<file path="config.mk">
export PLATFORM = sky130hd
export DESIGN_NAME = debug_step_ctrl
export DESIGN_NICKNAME = d
export VERILOG_FILES = /design/src/rtl/debug_step_ctrl.sv
export SDC_FILE = /design/constraint.sdc
export NUM_CORES = 1
export LEC_CHECK = 0
export BUFFER_PORTS_ARGS = -buffer_cell sky130_fd_sc_hd__buf_2
export CAP_MARGIN = 25
export CORE_AREA = 2 2 88 56
export DETAILED_ROUTE_END_ITERATION = 6
export DIE_AREA = 0 0 90 58
export GPL_ROUTABILITY_DRIVEN = 1
export GPL_TIMING_DRIVEN = 1
export PLACE_DENSITY = 0.87
export SLEW_MARGIN = 20
export SYNTH_ARGS = -nofsm -noshare
export SYNTH_HDL_FRONTEND = slang
export SYNTH_SLANG_ARGS = --single-unit
</file>
<file path="constraint.sdc">
create_clock -name clk -period 3.2 [get_ports clk]
set_input_delay 0.32 -clock clk [delete_from_list [all_inputs] [get_ports clk]]
set_output_delay 0.32 -clock clk [all_outputs]
set_load 0.02 [all_outputs]
</file>
<file path="src/rtl/debug_step_ctrl.sv">
// UART-driven single-step and register-dump controller: 'S' steps the pipeline once then dumps,
// 'D' dumps only. Optional dump header (0xA5, step count) is enabled by DBG_DUMP_HEADER_EN.
module debug_step_ctrl #(
  parameter int NUM_WORDS  = 34,
  parameter int SETTLE_CYC = 2
) (
  input  logic        clk,
  input  logic        rst_n,
  input  logic [7:0]  rx_data,
  input  logic        rx_data_rdy,
  output logic        step_en,
  output logic [5:0]  word_sel,
  input  logic [31:0] word_data,
  output logic [7:0]  fifo_din,
  output logic        fifo_wr_en,
  input  logic        fifo_full,
  output logic        busy,
  output logic        dump_done,
  output logic [2:0]  dbg_state
);

  localparam logic [2:0] ST_IDLE   = 3'd0;
  localparam logic [2:0] ST_STEP   = 3'd1;
  localparam logic [2:0] ST_SETTLE = 3'd2;
  localparam logic [2:0] ST_LOAD   = 3'd3;
  localparam logic [2:0] ST_SEND   = 3'd4;
  localparam logic [2:0] ST_DONE   = 3'd5;
  localparam logic [2:0] ST_HDR    = 3'd6;

  localparam logic [5:0] LAST_WORD   = 6'(NUM_WORDS - 1);
  localparam logic [3:0] LAST_SETTLE = 4'(SETTLE_CYC - 1);

`ifdef DBG_DUMP_HEADER_EN
  localparam logic [2:0] ST_PRELOAD = ST_HDR;
`else
  localparam logic [2:0] ST_PRELOAD = ST_LOAD;
`endif

  // Handshake: a command byte is consumed only on a cycle where rx_data_rdy=1 and
  // the block is idle; a FIFO byte is transferred on any cycle with fifo_wr_en=1,
  // and fifo_wr_en is never raised while fifo_full=1.
  logic [2:0]  state, state_nxt;
  logic [5:0]  word_idx;
  logic [1:0]  byte_idx;
  logic [3:0]  settle_cnt;
  logic [31:0] shadow;
  logic        cmd_s, cmd_d;

  assign cmd_s = rx_data_rdy && (rx_data == 8'h53);
  assign cmd_d = rx_data_rdy && (rx_data == 8'h44);

  always_comb begin
    state_nxt = state;
    case (state)
      ST_IDLE: begin
        if (cmd_s)      state_nxt = ST_STEP;
        else if (cmd_d) state_nxt = ST_PRELOAD;
      end
      ST_STEP:   state_nxt = ST_SETTLE;
      ST_SETTLE: if (settle_cnt == LAST_SETTLE) state_nxt = ST_PRELOAD;
      ST_HDR:    if (!fifo_full && byte_idx[0]) state_nxt = ST_LOAD;
      ST_LOAD:   state_nxt = ST_SEND;
      ST_SEND: begin
        if (!fifo_full && (byte_idx == 2'd3))
          state_nxt = (word_idx == LAST_WORD) ? ST_DONE : ST_LOAD;
      end
      ST_DONE:   state_nxt = ST_IDLE;
      default:   state_nxt = ST_IDLE;
    endcase
  end

  always_ff @(posedge clk or negedge rst_n) begin
    if (!rst_n) begin
      state      <= ST_IDLE;
      word_idx   <= 6'd0;
      byte_idx   <= 2'd0;
      settle_cnt <= 4'd0;
      shadow     <= 32'd0;
    end else begin
      state <= state_nxt;
      case (state)
        ST_IDLE:   byte_idx <= 2'd0;
        ST_STEP: begin
          settle_cnt <= 4'd0;
          byte_idx   <= 2'd0;
        end
        ST_SETTLE: settle_cnt <= settle_cnt + 4'd1;
        ST_HDR:    if (!fifo_full) byte_idx <= byte_idx + 2'd1;
        ST_LOAD: begin
          shadow   <= word_data;
          byte_idx <= 2'd0;
        end
        ST_SEND: begin
          if (!fifo_full) begin
            byte_idx <= byte_idx + 2'd1;
            if ((byte_idx == 2'd3) && (word_idx != LAST_WORD))
              word_idx <= word_idx + 6'd1;
          end
        end
        default: ;
      endcase
      // Only the first LOAD of a dump restarts the word index; word_sel holds otherwise.
      if ((state_nxt == ST_LOAD) && (state != ST_SEND))
        word_idx <= 6'd0;
    end
  end

`ifdef DBG_DUMP_HEADER_EN
  logic [7:0] step_cnt;

  always_ff @(posedge clk or negedge rst_n) begin
    if (!rst_n)                step_cnt <= 8'd0;
    else if (state == ST_STEP) step_cnt <= step_cnt + 8'd1;
  end
`endif

  always_comb begin
    fifo_din = 8'h00;
    if (state == ST_SEND) begin
      case (byte_idx)
        2'd0:    fifo_din = shadow[7:0];
        2'd1:    fifo_din = shadow[15:8];
        2'd2:    fifo_din = shadow[23:16];
        default: fifo_din = shadow[31:24];
      endcase
    end
`ifdef DBG_DUMP_HEADER_EN
    else if (state == ST_HDR) begin
      fifo_din = byte_idx[0] ? step_cnt : 8'hA5;
    end
`endif
  end

  assign fifo_wr_en = ((state == ST_SEND) || (state == ST_HDR)) && !fifo_full;
  assign step_en    = (state == ST_STEP);
  assign busy       = (state != ST_IDLE);
  assign dump_done  = (state == ST_DONE);
  assign word_sel   = word_idx;
  assign dbg_state  = state;

endmodule

</file>
==> impl_metrics.yaml, run 1 <==
run_status:
  run_status: "finished, final reports clean"
global_routing:
  grtUsageMet3_pct: 5.46
  grt_first_pass_wirelength_mm: 8.58
  grt_max_degree: 48
  grt_most_used_layer: "met1"
  use_met1_pct: 31.7
  gr-usage-all-layers_pct: 20.9
  grt_use_met2_pct: 30.1
  grt_pass1_vias: 1748
  antenna_found_initial: 0
  overflow: 0
critical_path:
  cp_slowest_stage_delay_ns: 0.54
  reg2reg_from: "dbg_state[1]$_DFF_PN0_"
  path_cells: "inv_1 > ha_1 > a222oi_1 > nor2_1 > a21oi_1 > nor2_1 > buf_2"
  cpMostUsedCell: "nor2_1"
  crit_path_end_kind: "output port"
  worstPathBufferInverterCount: 2
  crit_family: "flip-flops"
  r2r_slack_ns: 1.17
  crit_type: "flip-flop to output port"
  arrival_ns: 2.14
  path_max_fanout: 9
  crit_start: "byte_idx[0]$_DFFE_PN0P_"
  worstPathRequired_ns: 2.88
  slowest_stage: "dfrtp_1"
  startpoint_type: "flip-flop"
synth:
  synthMuxAreaShare_pct: 15.3
  synth_top_family_by_area: "multiplexers"
  ys.flop_type: "dfrtp_1"
  synth_edf_count: 0
  synth_nets: 273
  synth_cell_types: 36
  ys_ff_latch: 47
  synth-compound-area-share_pct: 11.0
  synth_area_leaders: "dfrtp_1 49%, mux2_2 15%, ha_1 4.6%, nor2_1 4.6%, a222oi_1 3.3%"
  yosysTopAreaCell: "dfrtp_1"
  synth_fa_ha_area_share_pct: 4.65
  ys_warn_count: 0
  synth_top_area_share_pct: 48.6
  synthArstFlopShare_pct: 100
  synth_xor_area_share_pct: 1.81
  synth.top_cells.by_count: "47 x dfrtp_1, 32 x mux2_2, 30 x nor2_1"
  post-synth-top-count-cell: "dfrtp_1"
  syn_area_per_cell_um2: 11.0
  postSynthCellCount: 220
  yosys.area_share.simple_pct: 14.3
  ys_seq_area_share_pct: 48.6
  netlist_area_um2: 2420
cts:
  clk_path_buf_depth: 2
  postCtsSetupBuffers: 0
  h-tree-depth: 2
  cts_buffers: 5
  holdBufCountCts: 0
  clock_latency_ns: 0.31
  cts.sinks: 47
  root_buffer: "clkbuf_8"
  cts_tree: "built"
  clkTransAtPathRegs_ns: 0.09
  cts_resized: 0
pwr:
  p_per_area_nw_per_um2: 865
  switchingPower_uw: 942
  power_uw: 2480
  p_int_uw: 1530
  swShare_pct: 38.0
  p_comb_share_pct: 37.3
  ir_drop_v: 0.000476
  clkPwrFrac_pct: 18.2
  p_leak_uw: 0.00140
  seqPwrFrac_pct: 44.5
floorplan:
  fp.dieW_um: 90
  initial_core_util_pct: 54.8
  core_region_area_um2: 4420
  rows: 19
  dieArea_um2: 5220
  pin_count: 65
  die_h_um: 58
sta:
  hold_ws_ns: 0.00930
  period_share_pct: 76.8
  drv_slew: 0
  rsz0062_at_grt: "no"
  tns_ns: 0
  fin_skew_ns: 0.00692
  worstMarginPinSlew_ns: 0.755
  hold_viol: 0
  period_minus_slack_ns: 2.46
  relSlewSlack_pct: 49.5
  fmax_mhz: 407
  setup_violations: 0
finish:
  num_antenna_cells: 0
  area_growth_pct: 18.2
  final_layout_size_suffix_gt1_share_pct: 39.8
  final_core_util_pct: 64.8
  nets: 331
  fin_area_um2: 2860
route:
  post_drt_wl_per_cell_um: 15.2
  viasPerCell: 5.54
  first_pass_iters: 5
  ant_nets: 0
  dr_total_vias: 1896
  wl_mm: 5.20
  first_iter_violations: 151
  remaining_drc_errors: 0
placement:
  dp_hpwl_mm: 3.74
  io_buffers: 64
  gp_congestion: 0.811
  dpl_cell_area_um2: 2750
flow_run:
  drv_cap: 0
hold_path:
  hp-class: "primary input to asynchronous set/reset pin"
[cell families after synthesis]
group                    Yosys count
AO/OA/AOI/OAI                     38
XOR/XNOR                           5
adder cells (fa/ha/maj)            9
buffers and inverters             22
flip-flops                        47
multiplexers                      33
AND/OR/NAND/NOR                   66
[per-layer routing]
metal | vias to the layer above | share of wire [%]
met5 | - | 0
met4 | 0 | 0.69
met3 | 7 | 6.3
met2 | 53 | 44
met1 | 932 | 49
li1 | 904 | -
[final timing paths]
kind                                             end  depth (start not counted)
max                                      fifo_din[4]                          7
min                        settle_cnt[3]$_DFFE_PN0P_                          1
max reg2reg                   shadow[17]$_DFFE_PN0P_                          4
min reg2reg                    shadow[6]$_DFFE_PN0P_                          1
max in group asynchronous     dbg_state[1]$_DFF_PN0_                          1
min in group clk               shadow[0]$_DFFE_PN0P_                          2
[layout by cell type (no fill, tap or decap), types with 2 or more instances in the layout]
cell	Yosys	layout
xnor2_1	2	2
nand3_1	4	4
nand2_1	10	10
nor4b_1	3	3
xor2_1	3	3
mux2_2	32	32
a22oi_1	2	2
and3_1	4	4
a21oi_1	13	13
ha_1	9	9
buf_2	3	63
o211ai_1	2	2
o21ai_0	9	9
a222oi_1	8	8
inv_1	8	8
clkbuf_8	0	5
nor3b_1	2	2
nor2_1	30	30
nor2b_1	2	2
nand4_1	3	3
and4b_1	2	2
dfrtp_1	47	47
[power groups by stage]
stage | sequential, uW | clock [uW] | combinational [uW]
CTS | 1100 | 457 | 929
floorplan | 1020 | 0 | 748
detailed placement | 1100 | 0 | 923
global route | 1140 | 483 | 1040
finish | 1100 | 450 | 924
global placement | 1080 | 0 | 895
[sequential cells by signal, summed over array words and instances, names as in the netlist]
register / count
byte_idx: 2
dbg_state: 3
settle_cnt: 4
shadow: 32
word_sel: 6
[cell type report]
class | count | area (um2)
clock buffers | 5 | 68.8
clock inverters | 3 | 46.3
fillers | 380 | 1560
inverters | 9 | 33.8
multi-input cells | 151 | 1140
flip-flops and latches | 47 | 1180
well taps | 63 | 78.8
repair buffers | 64 | 323
[metrics by stage]
step                      cells  worst slack [ns]
after detailed placement    334              1.11
after global placement      334              1.13
after CTS                   342             0.757
final                       342             0.742
after global routing        342             0.592
after floorplan             220              1.26
No activity file was read; power rests on OpenSTA's default activity.
==> run 2: changes to the inputs <==
ABC_AREA = 1   (was not set)
CORE_AREA = 2 2 93 59   (was 2 2 88 56)
DIE_AREA = 0 0 95 61   (was 0 0 90 58)
PLACE_DENSITY = 0.81   (was 0.87)
clock period = 2.5 ns   (was 3.2 ns; I/O delays follow)
==> impl_metrics.yaml, run 2 <==
sta:
  setup_violations: 0
  fin_skew_ns: 0.00811
  tns_ns: 0
  hold_viol: 0
  fmax_mhz: 492
  worstMarginPinSlew_ns: 0.528
  period_minus_slack_ns: 2.03
  period_share_pct: 81.2
  rsz0062_at_grt: "no"
  relSlewSlack_pct: 64.8
  drv_slew: 0
finish:
  area_growth_pct: 20.9
  nets: 445
  final_layout_size_suffix_gt1_share_pct: 22.1
  layout_commonest_cell: "nand2_1"
  largest-register: "shadow"
  fill_cells: 442
  layout_common_cells: "147 x nand2_1, 64 x buf_2, 47 x dfrtp_1, 30 x inv_1, 18 x nor2_1"
  num_antenna_cells: 0
  largest_reg_flops: 32
  final_cells: 459
cts:
  h-tree-depth: 2
  clkTransAtPathRegs_ns: 0.09
  root_buffer: "clkbuf_8"
  clock_latency_ns: 0.30
  cts_resized: 0
  cts_buffers: 5
  cts_tree: "built"
  clk_path_buf_depth: 2
  cts.sinks: 47
global_routing:
  antenna_found_initial: 0
  grt_pass1_vias: 2059
  gr-usage-all-layers_pct: 22.2
  grt_max_degree: 38
  grt_first_pass_wirelength_mm: 9.74
  overflow: 0
synth:
  synth_edf_count: 0
  synth_top_family_by_area: "simple AND/OR/NAND/NOR gates"
  post-synth-top-count-cell: "nand2_1"
  synth-compound-area-share_pct: 8.05
  ys_seq_area_share_pct: 47.6
  postSynthCellCount: 328
  yosys.area_share.simple_pct: 30.9
  synth_top_area_share_pct: 47.6
  synth_area_leaders: "dfrtp_1 48%, nand2_1 22%, ha_1 4.6%, inv_1 4.6%, nor2_1 2.7%"
  synth_cell_types: 25
  ys_ff_latch: 47
  synth.top_cells.by_count: "147 x nand2_1, 47 x dfrtp_1, 30 x inv_1"
  netlist_area_um2: 2470
  synthMuxAreaShare_pct: 0
  syn_area_per_cell_um2: 7.54
  synth_nets: 381
  ys_warn_count: 0
  ys.flop_type: "dfrtp_1"
  synthArstFlopShare_pct: 100
  yosysTopAreaCell: "dfrtp_1"
  synth_xor_area_share_pct: 2.13
  synth_fa_ha_area_share_pct: 4.55
floorplan:
  initial_core_util_pct: 50.2
  die_h_um: 61
  rows: 20
  core_region_area_um2: 4930
  dieArea_um2: 5800
  fp.dieW_um: 95
  pin_count: 65
critical_path:
  crit_start: "dbg_state[0]$_DFF_PN0_"
  startpoint_type: "flip-flop"
  reg2reg_from: "word_sel[1]$_DFFE_PN0P_"
  path_max_fanout: 9
  r2r_cells: 8
  r2r_slack_ns: 0.95
  reg2reg_to: "word_sel[0]$_DFFE_PN0P_"
  crit_type: "flip-flop to output port"
  crit_path_end_kind: "output port"
  arrival_ns: 1.78
  worstPathRequired_ns: 2.25
route:
  first_pass_iters: 6
  ant_nets: 0
  dr_total_vias: 2266
  wl_mm: 6.13
  post_drt_wl_per_cell_um: 13.3
  first_iter_violations: 178
  viasPerCell: 4.94
  remaining_drc_errors: 0
hold_path:
  min_to: "shadow[28]$_DFFE_PN0P_"
  hp-class: "primary input to flip-flop"
  min-delay-start: "word_data[28]"
  hold_path_depth: 3
pwr:
  p_per_area_nw_per_um2: 1100
  ir_drop_v: 0.000490
  p_leak_uw: 0.00168
flow_run:
  drv_cap: 0
placement:
  io_buffers: 64
  gp_congestion: 0.826
  dp_hpwl_mm: 4.65
  numPlacedInstances: 450
run_status:
  run_status: "finished, final reports clean"
## run 2: changes by cell type after synthesis, sizes merged, moves of 7 or more
cell,before,now
inv,9,33
nor2,31,22
a31oi,0,8
mux2,32,0
nand3,4,11
nand2,11,151
a222oi,8,0
## run 2: layer usage
layer / up-vias / global-route usage, % / part of all wire, %
met4: 0 / 4.76 / 1.5
li1: 1139 / - / -
met1: 1018 / 33.1 / 48
met2: 92 / 32.7 / 42
met5: - / 0 / 0
met3: 17 / 6.09 / 8.8
## run 2: power breakdown
group,switching (uW),internal [uW]
Sequential,300,1100
Clock,250,400
Combinational,801,425
Total,1350,1930
## run 2: timing repair
action	4_1_cts	5_1_grt
hold endpoints to repair	10	0
setup buffers	0	0
hold buffers	1	0
## run 2: cell type report
type | instances | area (um2) | share of cell area [%]
Tap cell | 66 | 82.6 | 2.76
Inverter | 33 | 124 | 4.15
Clock inverter | 2 | 60.1 | 2.01
Sequential cell | 47 | 1180 | 39.4
Timing Repair Buffer | 67 | 345 | 11.6
Multi-Input combinational cell | 238 | 1130 | 37.7
Clock buffer | 6 | 72.6 | 2.43
## run 2: worst max-delay path, cell delays in order, from the launching register on
cell and delay (ns):
dfrtp_1 0.45, nor2_1 0.19, nand2_2 0.12, inv_1 0.23, o21ai_0 0.15, a31oi_1 0.15, buf_2 0.19
## run 2: worst max path at each step
stage                             end  slack (ns)  depth (start not counted)
after global routing      fifo_din[1]        0.34                          5
final                     fifo_din[1]        0.47                          6
after global placement    fifo_din[6]        0.90                          6
after CTS                 fifo_din[7]        0.49                          6
after detailed placement  fifo_din[7]        0.83                          6
after floorplan           fifo_din[0]        0.83                          5
## run 2: through the flow
stage	worst slack (ns)	hold slack, ns	utilization [%]	power (uW)	area [um2]
after floorplan	0.831	-0.0456	-	2200	2470
after global placement	0.895	0.125	57.7	2540	2850
after detailed placement	0.828	0.128	57.7	2600	2850
after CTS	0.486	0.145	60.6	3260	2990
after global routing	0.337	0.146	60.6	3510	2990
final	0.469	0.149	60.6	3280	2990
## run 2: logic make-up after synthesis
logic type      after synthesis
flops                        47
fa+ha+maj                     9
xor+xnor                      6
buf+inv                      43
simple gates                187
compound gates               36
==> run 3: changes to the inputs <==
ABC_AREA = 0   (was 1)
CORE_AREA = 2 2 92 58   (was 2 2 93 59)
DIE_AREA = 0 0 94 60   (was 0 0 95 61)
PLACE_DENSITY = 0.82   (was 0.81)
clock period = 1.9 ns   (was 2.5 ns; I/O delays follow)
==> impl_metrics.yaml, run 3 (synthesis results as in run 1) <==
sta:
  tns_ns: -0.635
  fin_skew_ns: 0.00716
  period_share_pct: 109
  hold_viol: 0
  setup_ws_ns: -0.169
  rsz0062_at_grt: "yes"
  period_minus_slack_ns: 2.07
  worstMarginPinSlew_ns: 0.494
  setup_violations: 8
  relSlewSlack_pct: 67.1
  fmax_mhz: 483
  drv_slew: 0
critical_path:
  startpoint_type: "flip-flop"
  worstPathBufferInverterCount: 3
  slowest_stage: "dfrtp_1"
  arrival_ns: 1.88
  path_cells: "buf_6 > ha_4 > buf_6 > a222oi_1 > nor2_1 > a21oi_2 > nor2_1 > buf_4"
  worstPathRequired_ns: 1.71
  crit_family: "flip-flops"
  cp_slowest_stage_delay_ns: 0.42
  path_max_fanout: 8
  crit_type: "flip-flop to output port"
  crit_path_end_kind: "output port"
placement:
  dp_hpwl_mm: 4.13
  io_buffers: 64
  gp_congestion: 0.783
  dp_slack_ns: 0.0225
  dpl_cell_area_um2: 2840
run_status:
  violations: "setup timing"
  run_status: "finished, violations left"
pwr:
  p_leak_uw: 0.00150
  power_uw: 4450
  p_per_area_nw_per_um2: 1440
  ir_drop_v: 0.000600
finish:
  fin_area_um2: 3080
  layout_common_cells: "61 x buf_2, 46 x dfrtp_1, 32 x mux2_2, 30 x nor2_1, 15 x buf_4"
  layout_commonest_cell: "buf_2"
  largest_reg_flops: 32
  nets: 347
  num_antenna_cells: 0
  largest-register: "shadow"
  final_layout_size_suffix_gt1_share_pct: 46.1
  area_growth_pct: 27.3
hold_path:
  hp-class: "primary input to flip-flop"
floorplan:
  rows: 20
  pin_count: 65
  initial_core_util_pct: 49.6
  dieArea_um2: 5640
  die_h_um: 60
  core_region_area_um2: 4880
  fp.dieW_um: 94
cts:
  h-tree-depth: 2
  cts_buffers: 5
  cts.sinks: 47
  clkTransAtPathRegs_ns: 0.09
  root_buffer: "clkbuf_8"
  cts_tree: "built"
  clock_latency_ns: 0.30
  clk_path_buf_depth: 2
global_routing:
  overflow: 0
  grt_first_pass_wirelength_mm: 8.96
  antenna_found_initial: 0
  grt_pass1_vias: 1926
  gr-usage-all-layers_pct: 20.9
  grt_max_degree: 28
route:
  wl_mm: 5.59
  post_drt_wl_per_cell_um: 15.5
  first_iter_violations: 114
  first_pass_iters: 6
  ant_nets: 0
  viasPerCell: 5.51
  remaining_drc_errors: 0
  dr_total_vias: 1988
flow_run:
  drv_cap: 0
## run 3: power by group
| group | switching (uW) | internal [uW] | total (uW) |
|---|---|---|---|
| Combinational | 947 | 923 | 1870 |
| Clock | 339 | 433 | 772 |
| Sequential | 369 | 1440 | 1810 |
| Total | 1650 | 2800 | 4450 |
## run 3: metal layers
| metal | vias up | wire length [um] | global-route usage (%) | share of wire [%] |
|---|---|---|---|---|
| met5 | - | 0 | 0 | 0 |
| met1 | 964 | 2630 | 30.3 | 47 |
| met2 | 70 | 2490 | 30.2 | 45 |
| li1 | 943 | - | - | - |
| met3 | 11 | 342 | 5.55 | 6.1 |
| met4 | 0 | 123 | 7.66 | 2.2 |
## run 3: layout make-up
type	count	area (um2)
timing repair buffer	80	470
sequential	47	1180
multi-input combinational	151	1200
clock inverter	2	38.8
inverter	9	33.8
fill	392	1800
tap	66	82.6
clock buffer	6	82.6
## run 3: timing repair
item,4_1_cts,5_1_grt
pin swaps,5,10
endpoints found under the hold margin,20,0
buffers inserted,5,0
gates resized for setup,13,5
hold buffers,1,0
setup endpoints to repair,8,14
## run 3: worst paths after layout
check                                        start  slack, ns  cells past startpoint                 endpoint
max                        byte_idx[0]$_DFFE_PN0P_      -0.17                      8              fifo_din[2]
min                                   word_data[1]       0.11                      2    shadow[1]$_DFFE_PN0P_
max reg2reg                byte_idx[1]$_DFFE_PN0P_       0.14                      8  word_sel[1]$_DFFE_PN0P_
min reg2reg                 shadow[11]$_DFFE_PN0P_       0.51                      1   shadow[11]$_DFFE_PN0P_
max in group asynchronous                    rst_n       1.00                      3   dbg_state[2]$_DFF_PN0_
min in group asynchronous                    rst_n       0.38                      2  word_sel[0]$_DFFE_PN0P_
## run 3: per-stage QoR
stage / hold slack [ns] / cells / util, %
finish: 0.115 / 361 / 63.2
CTS: 0.110 / 361 / 62.9
global route: 0.110 / 361 / 63.2
detailed placement: 0.183 / 347 / 58.3
floorplan: -0.106 / 220 / -
global placement: 0.181 / 347 / 58.3
